### config.mk
export PLATFORM = sky130hd
export DESIGN_NAME = vga_sync_decoder_flat
export DESIGN_NICKNAME = d
export VERILOG_FILES = /design/src/rtl/vga_sync_decoder_if.sv /design/src/rtl/vga_sync_decoder.sv /design/src/flat_wrapper.sv
export SDC_FILE = /design/constraint.sdc
export NUM_CORES = 1
export LEC_CHECK = 0
export ABC_AREA = 1
export BUFFER_PORTS_ARGS = -buffer_cell sky130_fd_sc_hd__buf_4
export CELL_PAD_IN_SITES_DETAIL_PLACEMENT = 1
export CELL_PAD_IN_SITES_GLOBAL_PLACEMENT = 1
export CORE_UTILIZATION = 43
export CTS_BUF_LIST = sky130_fd_sc_hd__clkbuf_4 sky130_fd_sc_hd__clkbuf_8
export CTS_CLUSTER_SIZE = 40
export DETAILED_ROUTE_END_ITERATION = 7
export PLACE_DENSITY_LB_ADDON = 0.1
export SETUP_SLACK_MARGIN = 0.4
export SLEW_MARGIN = 20
export SYNTH_ARGS = -nofsm -noshare
export SYNTH_HDL_FRONTEND = slang
export SYNTH_SLANG_ARGS = --single-unit
### constraint.sdc
create_clock -name iCLK -period 4.8 [get_ports iCLK]
set_input_delay 0.48 -clock iCLK [delete_from_list [all_inputs] [get_ports iCLK]]
set_output_delay 0.48 -clock iCLK [all_outputs]
set_load 0.03 [all_outputs]
### src/rtl/vga_sync_decoder_if.sv
// Pixel-stream bundle between a VGA timing source and vga_sync_decoder.
// The source drives sync, blank and colour; the decoder returns coordinates and lock status.
interface vga_sync_decoder_if;
  logic       iHS;
  logic       iVS;
  logic       iBLANK;
  logic [9:0] iRed;
  logic [9:0] iGreen;
  logic [9:0] iBlue;
  logic [9:0] oX;
  logic [9:0] oY;
  logic [9:0] oRed;
  logic [9:0] oGreen;
  logic [9:0] oBlue;
  logic       oValid;
  logic       oLocked;
  logic       oErr;
  logic [9:0] oLineLen;
  logic [9:0] oFrameLines;

  modport master (
    output iHS, iVS, iBLANK, iRed, iGreen, iBlue,
    input  oX, oY, oRed, oGreen, oBlue, oValid, oLocked, oErr, oLineLen, oFrameLines
  );

  modport slave (
    input  iHS, iVS, iBLANK, iRed, iGreen, iBlue,
    output oX, oY, oRed, oGreen, oBlue, oValid, oLocked, oErr, oLineLen, oFrameLines
  );
endinterface

### src/rtl/vga_sync_decoder.sv
// Recovers pixel coordinates from HS/VS/BLANK and declares lock once line and
// frame periods have matched H_TOTAL/V_TOTAL for LOCK_FRAMES frames in a row.
module vga_sync_decoder #(
  parameter int H_TOTAL     = 800,
  parameter int V_TOTAL     = 525,
  parameter int LOCK_FRAMES = 2
) (
  input  logic              iCLK,
  input  logic              iRST_N,
  vga_sync_decoder_if.slave bus
);

  typedef enum logic [1:0] {S_SEARCH, S_MEASURE, S_LOCKED} state_t;

  localparam logic [9:0]  CNT_MAX   = 10'h3FF;
  localparam logic [10:0] H_TOTAL_W = 11'(H_TOTAL);
  localparam logic [10:0] V_TOTAL_W = 11'(V_TOTAL);
  localparam logic [2:0]  LOCK_W    = 3'(LOCK_FRAMES);

  logic        r_hs_d, r_vs_d;
  logic [9:0]  r_line_cnt, r_x, r_y, r_fl_cnt;
  logic [9:0]  r_ox, r_oy, r_red, r_green, r_blue, r_line_len, r_frame_lines;
  logic        r_blank;
  state_t      r_state, w_state_next;
  logic [2:0]  r_good, w_good_next;
  logic        r_line_err, w_line_err_next;
  logic        r_err, w_err_next;

  logic        w_hs_edge, w_vs_edge, w_line_sat, w_period_bad, w_frame_bad;
  logic [10:0] w_line_period;

  assign w_hs_edge     = r_hs_d & ~bus.iHS;
  assign w_vs_edge     = r_vs_d & ~bus.iVS;
  assign w_line_period = {1'b0, r_line_cnt} + 11'd1;
  // Fires on the cycle the line counter steps onto its saturation value.
  assign w_line_sat    = ~w_hs_edge && (r_line_cnt == CNT_MAX - 10'd1);
  assign w_period_bad  = w_hs_edge && (w_line_period != H_TOTAL_W);
  assign w_frame_bad   = ({1'b0, r_fl_cnt} != V_TOTAL_W);

  // NOTE: every register, including the pixel pipeline, is cleared so the
  // outputs read 0 straight after reset rather than stale pixel data.
  always_ff @(posedge iCLK) begin
    if (!iRST_N) begin
      r_hs_d        <= 1'b1;
      r_vs_d        <= 1'b1;
      r_line_cnt    <= '0;
      r_x           <= '0;
      r_y           <= '0;
      r_fl_cnt      <= '0;
      r_line_len    <= '0;
      r_frame_lines <= '0;
      r_ox          <= '0;
      r_oy          <= '0;
      r_red         <= '0;
      r_green       <= '0;
      r_blue        <= '0;
      r_blank       <= 1'b0;
    end else begin
      // NOTE: non-blocking assignments let every counter see the same
      // pre-edge values, which is what makes oX/oY carry the pre-increment count.
      r_hs_d <= bus.iHS;
      r_vs_d <= bus.iVS;

      if (w_hs_edge) begin
        r_line_cnt <= '0;
        r_line_len <= (r_line_cnt == CNT_MAX) ? CNT_MAX : w_line_period[9:0];
      end else if (r_line_cnt != CNT_MAX) begin
        r_line_cnt <= r_line_cnt + 10'd1;
      end

      if (w_hs_edge)                       r_x <= '0;
      else if (bus.iBLANK && r_x != CNT_MAX) r_x <= r_x + 10'd1;

      // A non-zero x count means the line that just ended had visible pixels.
      if (w_vs_edge)                                         r_y <= '0;
      else if (w_hs_edge && r_x != '0 && r_y != CNT_MAX)     r_y <= r_y + 10'd1;

      if (w_vs_edge) begin
        r_frame_lines <= r_fl_cnt;
        r_fl_cnt      <= '0;
      end else if (w_hs_edge && r_fl_cnt != CNT_MAX) begin
        r_fl_cnt <= r_fl_cnt + 10'd1;
      end

      r_ox    <= r_x;
      r_oy    <= r_y;
      r_red   <= bus.iRed;
      r_green <= bus.iGreen;
      r_blue  <= bus.iBlue;
      r_blank <= bus.iBLANK;
    end
  end

  always_ff @(posedge iCLK) begin
    if (!iRST_N) begin
      r_state    <= S_SEARCH;
      r_good     <= '0;
      r_line_err <= 1'b0;
      r_err      <= 1'b0;
    end else begin
      r_state    <= w_state_next;
      r_good     <= w_good_next;
      r_line_err <= w_line_err_next;
      r_err      <= w_err_next;
    end
  end

  // NOTE: defaults first so every path assigns every output and no latch is inferred.
  always_comb begin
    w_state_next    = r_state;
    w_good_next     = r_good;
    w_line_err_next = r_line_err;
    w_err_next      = 1'b0;
    unique case (r_state)
      S_SEARCH: begin
        if (w_vs_edge) begin
          w_state_next    = S_MEASURE;
          w_good_next     = '0;
          w_line_err_next = 1'b0;
        end
      end
      S_MEASURE: begin
        if (w_period_bad) w_line_err_next = 1'b1;
        if (w_vs_edge) begin
          if (!r_line_err && !w_period_bad && !w_frame_bad) w_good_next = r_good + 3'd1;
          else                                             w_good_next = '0;
          w_line_err_next = 1'b0;
          if (w_good_next == LOCK_W) w_state_next = S_LOCKED;
        end
        if (w_line_sat) w_state_next = S_SEARCH;
      end
      S_LOCKED: begin
        if (w_period_bad || (w_vs_edge && w_frame_bad) || w_line_sat) begin
          w_err_next   = 1'b1;
          w_state_next = S_SEARCH;
        end
      end
      default: w_state_next = S_SEARCH;
    endcase
  end

  assign bus.oX          = r_ox;
  assign bus.oY          = r_oy;
  assign bus.oRed        = r_red;
  assign bus.oGreen      = r_green;
  assign bus.oBlue       = r_blue;
  assign bus.oLocked     = (r_state == S_LOCKED);
  assign bus.oValid      = r_blank & bus.oLocked;
  assign bus.oErr        = r_err;
  assign bus.oLineLen    = r_line_len;
  assign bus.oFrameLines = r_frame_lines;

endmodule

### src/flat_wrapper.sv
// flat-port wrapper written by rule: the top's interface ports become plain ports
module vga_sync_decoder_flat 
#(
  parameter int H_TOTAL     = 800,
  parameter int V_TOTAL     = 525,
  parameter int LOCK_FRAMES = 2
)
  (iCLK, iRST_N, bus_iHS, bus_iVS, bus_iBLANK, bus_iRed, bus_iGreen, bus_iBlue, bus_oX, bus_oY, bus_oRed, bus_oGreen, bus_oBlue, bus_oValid, bus_oLocked, bus_oErr, bus_oLineLen, bus_oFrameLines);
  vga_sync_decoder_if bus_i ();
  input  logic iCLK;
  input  logic iRST_N;
  input wire logic [$bits(bus_i.iHS)-1:0] bus_iHS;
  input wire logic [$bits(bus_i.iVS)-1:0] bus_iVS;
  input wire logic [$bits(bus_i.iBLANK)-1:0] bus_iBLANK;
  input wire logic [$bits(bus_i.iRed)-1:0] bus_iRed;
  input wire logic [$bits(bus_i.iGreen)-1:0] bus_iGreen;
  input wire logic [$bits(bus_i.iBlue)-1:0] bus_iBlue;
  output wire logic [$bits(bus_i.oX)-1:0] bus_oX;
  output wire logic [$bits(bus_i.oY)-1:0] bus_oY;
  output wire logic [$bits(bus_i.oRed)-1:0] bus_oRed;
  output wire logic [$bits(bus_i.oGreen)-1:0] bus_oGreen;
  output wire logic [$bits(bus_i.oBlue)-1:0] bus_oBlue;
  output wire logic [$bits(bus_i.oValid)-1:0] bus_oValid;
  output wire logic [$bits(bus_i.oLocked)-1:0] bus_oLocked;
  output wire logic [$bits(bus_i.oErr)-1:0] bus_oErr;
  output wire logic [$bits(bus_i.oLineLen)-1:0] bus_oLineLen;
  output wire logic [$bits(bus_i.oFrameLines)-1:0] bus_oFrameLines;
  assign bus_i.iHS = bus_iHS;
  assign bus_i.iVS = bus_iVS;
  assign bus_i.iBLANK = bus_iBLANK;
  assign bus_i.iRed = bus_iRed;
  assign bus_i.iGreen = bus_iGreen;
  assign bus_i.iBlue = bus_iBlue;
  assign bus_oX = bus_i.oX;
  assign bus_oY = bus_i.oY;
  assign bus_oRed = bus_i.oRed;
  assign bus_oGreen = bus_i.oGreen;
  assign bus_oBlue = bus_i.oBlue;
  assign bus_oValid = bus_i.oValid;
  assign bus_oLocked = bus_i.oLocked;
  assign bus_oErr = bus_i.oErr;
  assign bus_oLineLen = bus_i.oLineLen;
  assign bus_oFrameLines = bus_i.oFrameLines;
  vga_sync_decoder #(.H_TOTAL(H_TOTAL), .V_TOTAL(V_TOTAL), .LOCK_FRAMES(LOCK_FRAMES)) u_core (.iCLK(iCLK), .iRST_N(iRST_N), .bus(bus_i));
endmodule
### Word level (Yosys, flattened, before mapping)

Cells that the tools add are included.

| cells by class | value |
|---|---|
| bitwise logic cells | 7 |
| equal/unequal tests | 17 |
| multiplexer cells | 18 |
| reductions and logical operators | 23 |
| add/sub/neg operators | 6 |

Operators by type and width:

| kind | number |
|---|---|
| inequality test 10 bit (second input constant) | 5 |
| adder 10 x 1 -> 10 bit (second input constant) | 4 |
| == test 10 bit (second input constant) | 2 |
| 2-to-1 mux 3 bit | 5 |
| adder 10 x 1 -> 11 bit (second input constant) | 1 |
| inequality test 11 x 10 -> 1 bit (second input constant) | 1 |
| 2-to-1 mux 10 bit | 1 |
| 2-to-1 mux 2 bit | 5 |
| nonzero test 10 bit | 1 |
| logical AND 1 bit | 9 |
| inequality test 3 x 1 -> 1 bit (second input constant) | 3 |
| case mux 2 bit (3 select lines) | 1 |
| case mux 3 bit (2 select lines) | 1 |
| AND reduction 3 bit | 2 |
| 2-to-1 mux 1 bit | 4 |
| inequality test 2 x 1 -> 1 bit (second input constant) | 2 |
| NOT 1 bit | 4 |
| AND reduction 4 bit | 1 |
| OR reduction 2 bit | 2 |
| adder 3 x 1 -> 3 bit (second input constant) | 1 |
| AND 1 bit | 3 |
| == test 3 x 2 -> 1 bit (second input constant) | 1 |
| logical NOT 1 bit | 3 |
| == test 2 x 1 -> 1 bit (second input constant) | 1 |
| other kinds (7) | 8 |

| storage, ports and cells | value |
|---|---|
| bits of input ports | 35 |
| register bits after elaboration | 120 |
| output and inout port bits | 73 |
| word-level logic and storage cells | 89 |

### Depth between registers and ports, before layout

| depth | value |
|---|---|
| depth after elaboration | 14 |
| depth in mapped cells | 16 |
| gate-level depth less buffers | 16 |

### Worst setup path before layout

Ideal clock, no wire load.

| path | value |
|---|---|
| path kind | reg-to-output |
| start | reg u_core.r_state[1] |
| end | out bus_oValid |
| data required time | 4320 ps |
| data arrival time | 1409 ps |
| cell stages (with the launch flop) | 5 |
| path buffers | 0 |
| path slack | 2911 ps |
| cells stage by stage | dfxtp_1 inv_1 nor2_1 inv_1 nor2_1 |

| on the way | value |
|---|---|
| cells in the longest elaborated chain, start to end | 2 |

Ends and longest elaborated chain:

| what | RTL line | text |
|---|---|---|
| start: declaration | vga_sync_decoder.sv:24 | `state_t r_state, w_state_next;` |
| start signal: assignment | vga_sync_decoder.sv:101 | `r_state <= w_state_next;` |
| == test 2 bit | vga_sync_decoder.sv:147 | `assign bus.oLocked = (r_state == S_LOCKED);` |
| via bus_oLocked | flat_wrapper.sv:24 | `output wire logic [$bits(bus_i.oLocked)-1:0] bus_oLocked;` |
| AND 1 bit | vga_sync_decoder.sv:148 | `assign bus.oValid = r_blank & bus.oLocked;` |
| end: declaration | flat_wrapper.sv:23 | `output wire logic [$bits(bus_i.oValid)-1:0] bus_oValid;` |

The timed path passes the listed nets, and every way through them passes these cells.

### Worst setup path after layout

| path | value |
|---|---|
| start | in iRST_N |
| end | reg u_core.r_y[3] |

| on the way | value |
|---|---|
| cells in the longest elaborated chain, start to end | 2 |

Ends and longest elaborated chain:

| what | RTL line | text |
|---|---|---|
| start: declaration | flat_wrapper.sv:11 | `input logic iRST_N;` |
| NOT 1 bit (no source line) | - |  |
| OR reduction 2 bit (no source line) | - |  |
| end signal: assignment | vga_sync_decoder.sv:76 | `else if (w_hs_edge && r_x != '0 && r_y != CNT_MAX) r_y <= r_y + 10'd1;` |
| end: declaration | vga_sync_decoder.sv:21 | `logic [9:0] r_line_cnt, r_x, r_y, r_fl_cnt;` |

Every way passes these cells.
A chain may end at the register's enable or synchronous reset.

==> run summary <==
Global-route wire length before repair -> 20.1 mm
Unrepaired setup endpoints after global routing -> no
Gr usage total -> 23.0%
Logic pwr share -> 11.5%
Syn Area/Cell -> 7.65 µm²
Final Cell Area -> 0.00590 mm²
Final hold vios -> 0
Synth area leaders -> dfxtp_1, nand2_1, inv_1, a21oi_1, o21ai_0
Syn_nets -> 641
Distinct cell type count after synthesis -> 34
Hold buffer count at cts -> 0
Slew headroom -> 55.4%
Worst Tran Pin Value -> 0.668 ns
Horiz. Die Dim -> 105 µm
Worst setup SP type -> primary input
Antenna cells -> 0
Final Non-Filler Cells -> 858
Final setup fails -> 0
DP Worst Slack -> 2.04 ns
Clock root buffer -> clkbuf_8
Min cycle time layout -> 2.28 ns
Maximum vdd drop -> 0.224 mV
Hold Slack -> 0.228 ns
I/O Pins -> 108
CP endpoint -> u_core.r_y[3]
Reg power frac -> 47.0%
TritonRoute pass-1 iters -> 5
Largest net degree at the start of global routing -> 72
Post-synthesis cell count -> 598
Most common cell after layout, fill and taps aside -> nand2_1
Final period util -> 47.6%
WP buf/inv -> 3
Nets -> 754
Fill count -> 1303
Num CTS Buffers -> 17
Iter 0 DRT Violations -> 141
Max FO, Critical Path -> 71
Worst skew pair latency -> 0.43 ns
Routability cong. -> 0.785
#FFs+latches synth -> 120
Die area -> 0.0111 mm²
Switching fraction of total power -> 26.0%
Worst r2r path cells -> 6
CTS tree -> done
P_leak -> 2.90 nW
Synth Warn # -> 0
Sw Pwr -> 0.583 mW
Initial antenna violation count -> 0
Dominant delay contributor by cell family on the critical path -> buffers and inverters
Slowest cell on crit path -> nor2_1
Core Area -> 0.0103 mm²
Reg2reg start -> u_core.r_vs_d
H-tree levels -> 4
Cell taking the most area after synthesis -> dfxtp_1
Crit. path cell count -> 6
Synthesis-to-finish area growth -> 29.0%
Status -> completed
Clock buffer depth -> 2
Via count -> 4201
DP Wirelength -> 8.32 mm
Sequential area share after synthesis -> 52.5%
Pwr/cell area -> 380 mW/mm²
Port Buffers -> 107
Dpl cell area -> 0.00550 mm²
Final WS setup -> 2.52 ns
Vias/cell -> 4.90
Residual DRC -> 0
Clock sinks -> 120
Critical-path cell list -> buf_4, inv_1, nor2_1, clkinv_1, a21oi_1, o21a_1
WL/cell -> 13.9 µm
Int Pwr -> 1.66 mW
ANT nets after route -> 0
Most frequent cells in the layout -> nand2_1, dfxtp_1, buf_4
Vias in the first global route -> 4417
Total Wirelength -> 11.9 mm
Pins Over Slew Limit -> 0
Crit Path Class -> in2reg
Hold Crit Class -> in2reg
R2R setup slack -> 2.61 ns
Final Core Density -> 57.2%
Clock-pin slew on the worst setup and hold paths -> 0.07 ns
Critical path's largest stage delay -> 0.57 ns
MaxCap Viol Count -> 0
RR Endpoint -> u_core.r_y[3]
Share of the synthesized area in the top cell type -> 52.5%
Initial Utilization -> 44.3%
Clock share of power -> 41.4%
Crit. End Element -> register
Setup tns final -> 0 ns
Power, Total -> 2.24 mW
Post-CTS Setup Inserts -> 0
CP startpoint -> iRST_N
Dpl cells -> 828
Worst path arrival time -> 2.66 ns
Mapped Area -> 0.00458 mm²
Core Rows -> 37
Share of cells above drive strength 1 -> 23.3%
Clock Skews -> 0.00857 ns
PostCTS Resize Cnt -> 0
CP required -> 5.18 ns
FMAX -> 438 MHz
Die H -> 105 µm
GRT overflow -> 0
## layer usage
| layer | part of all wire (%) | wire, µm | track usage, % | up-vias |
|---|---|---|---|---|
| met5 | 0 | 0 | 0 | - |
| met1 | 43 | 5110 | 25.2 | 1968 |
| met2 | 50 | 5920 | 40.9 | 127 |
| met4 | 1.8 | 220 | 9.26 | 0 |
| li1 | - | - | - | 2082 |
| met3 | 5.8 | 698 | 7.61 | 24 |
## final cells by class
type                    count  area [µm²]  share of cell area, %
flip-flops and latches    120        2400                   40.7
clock buffers              21         270                   4.58
repair buffers            108         811                   13.7
clock inverters             9         126                   2.14
well taps                 136         170                   2.88
multi-input cells         346        1680                   28.4
inverters                 118         443                   7.51
## how the worst min path moves through the flow
stage | from | endpoint | slack [ns] | cells after the start
final | bus_iBlue[1] | u_core.bus.oBlue[1] | 0.23 | 3
after global routing | bus_iRed[9] | u_core.bus.oRed[9] | 0.20 | 3
after CTS | bus_iRed[6] | u_core.bus.oRed[6] | 0.21 | 3
after detailed placement | u_core.bus.oLineLen[1] | u_core.bus.oLineLen[1] | 0.45 | 2
after floorplan | u_core.r_y[9] | u_core.bus.oY[9] | 0.42 | 2
after global placement | u_core.r_y[4] | u_core.bus.oY[4] | 0.43 | 2
## Yosys cell counts, drive strengths merged
master,count
nand2,141
dfxtp,120
inv,117
nor2,47
o21ai,44
a21oi,43
nand3,23
clkbuf,13
nor3,13
nand4,11
ha,8
nor4,4
a31oi,2
o21bai,2
xor2,2
a211oi,1
buf,1
clkinv,1
nor3b,1
o21a,1
o221a,1
or2,1
xnor2,1
## cells by family after synthesis
kind of cell / after synthesis / share of synthesized area, %
AOI/OAI and AO/OA: 94 / 10.8
buffers and inverters: 132 / 10.8
DFF: 120 / 52.5
xor gates and xnor gates: 3 / 0.574
adders and majority gates: 8 / 2.19
and+or+nand+nor: 241 / 23.1
## power groups by stage
stage	clock, mW	combinational, mW	sequential [mW]
after global routing	0.997	0.286	1.06
after CTS	0.949	0.263	1.06
final	0.929	0.259	1.06
after floorplan	0	0.118	1.12
after global placement	0	0.252	1.08
after detailed placement	0	0.261	1.08
## tightest hold or removal path, stage by stage
cell	delay (ns)
buf_4	0.07
nand2_1	0.04
inv_1	0.04
(Power assumes the default switching activity.)
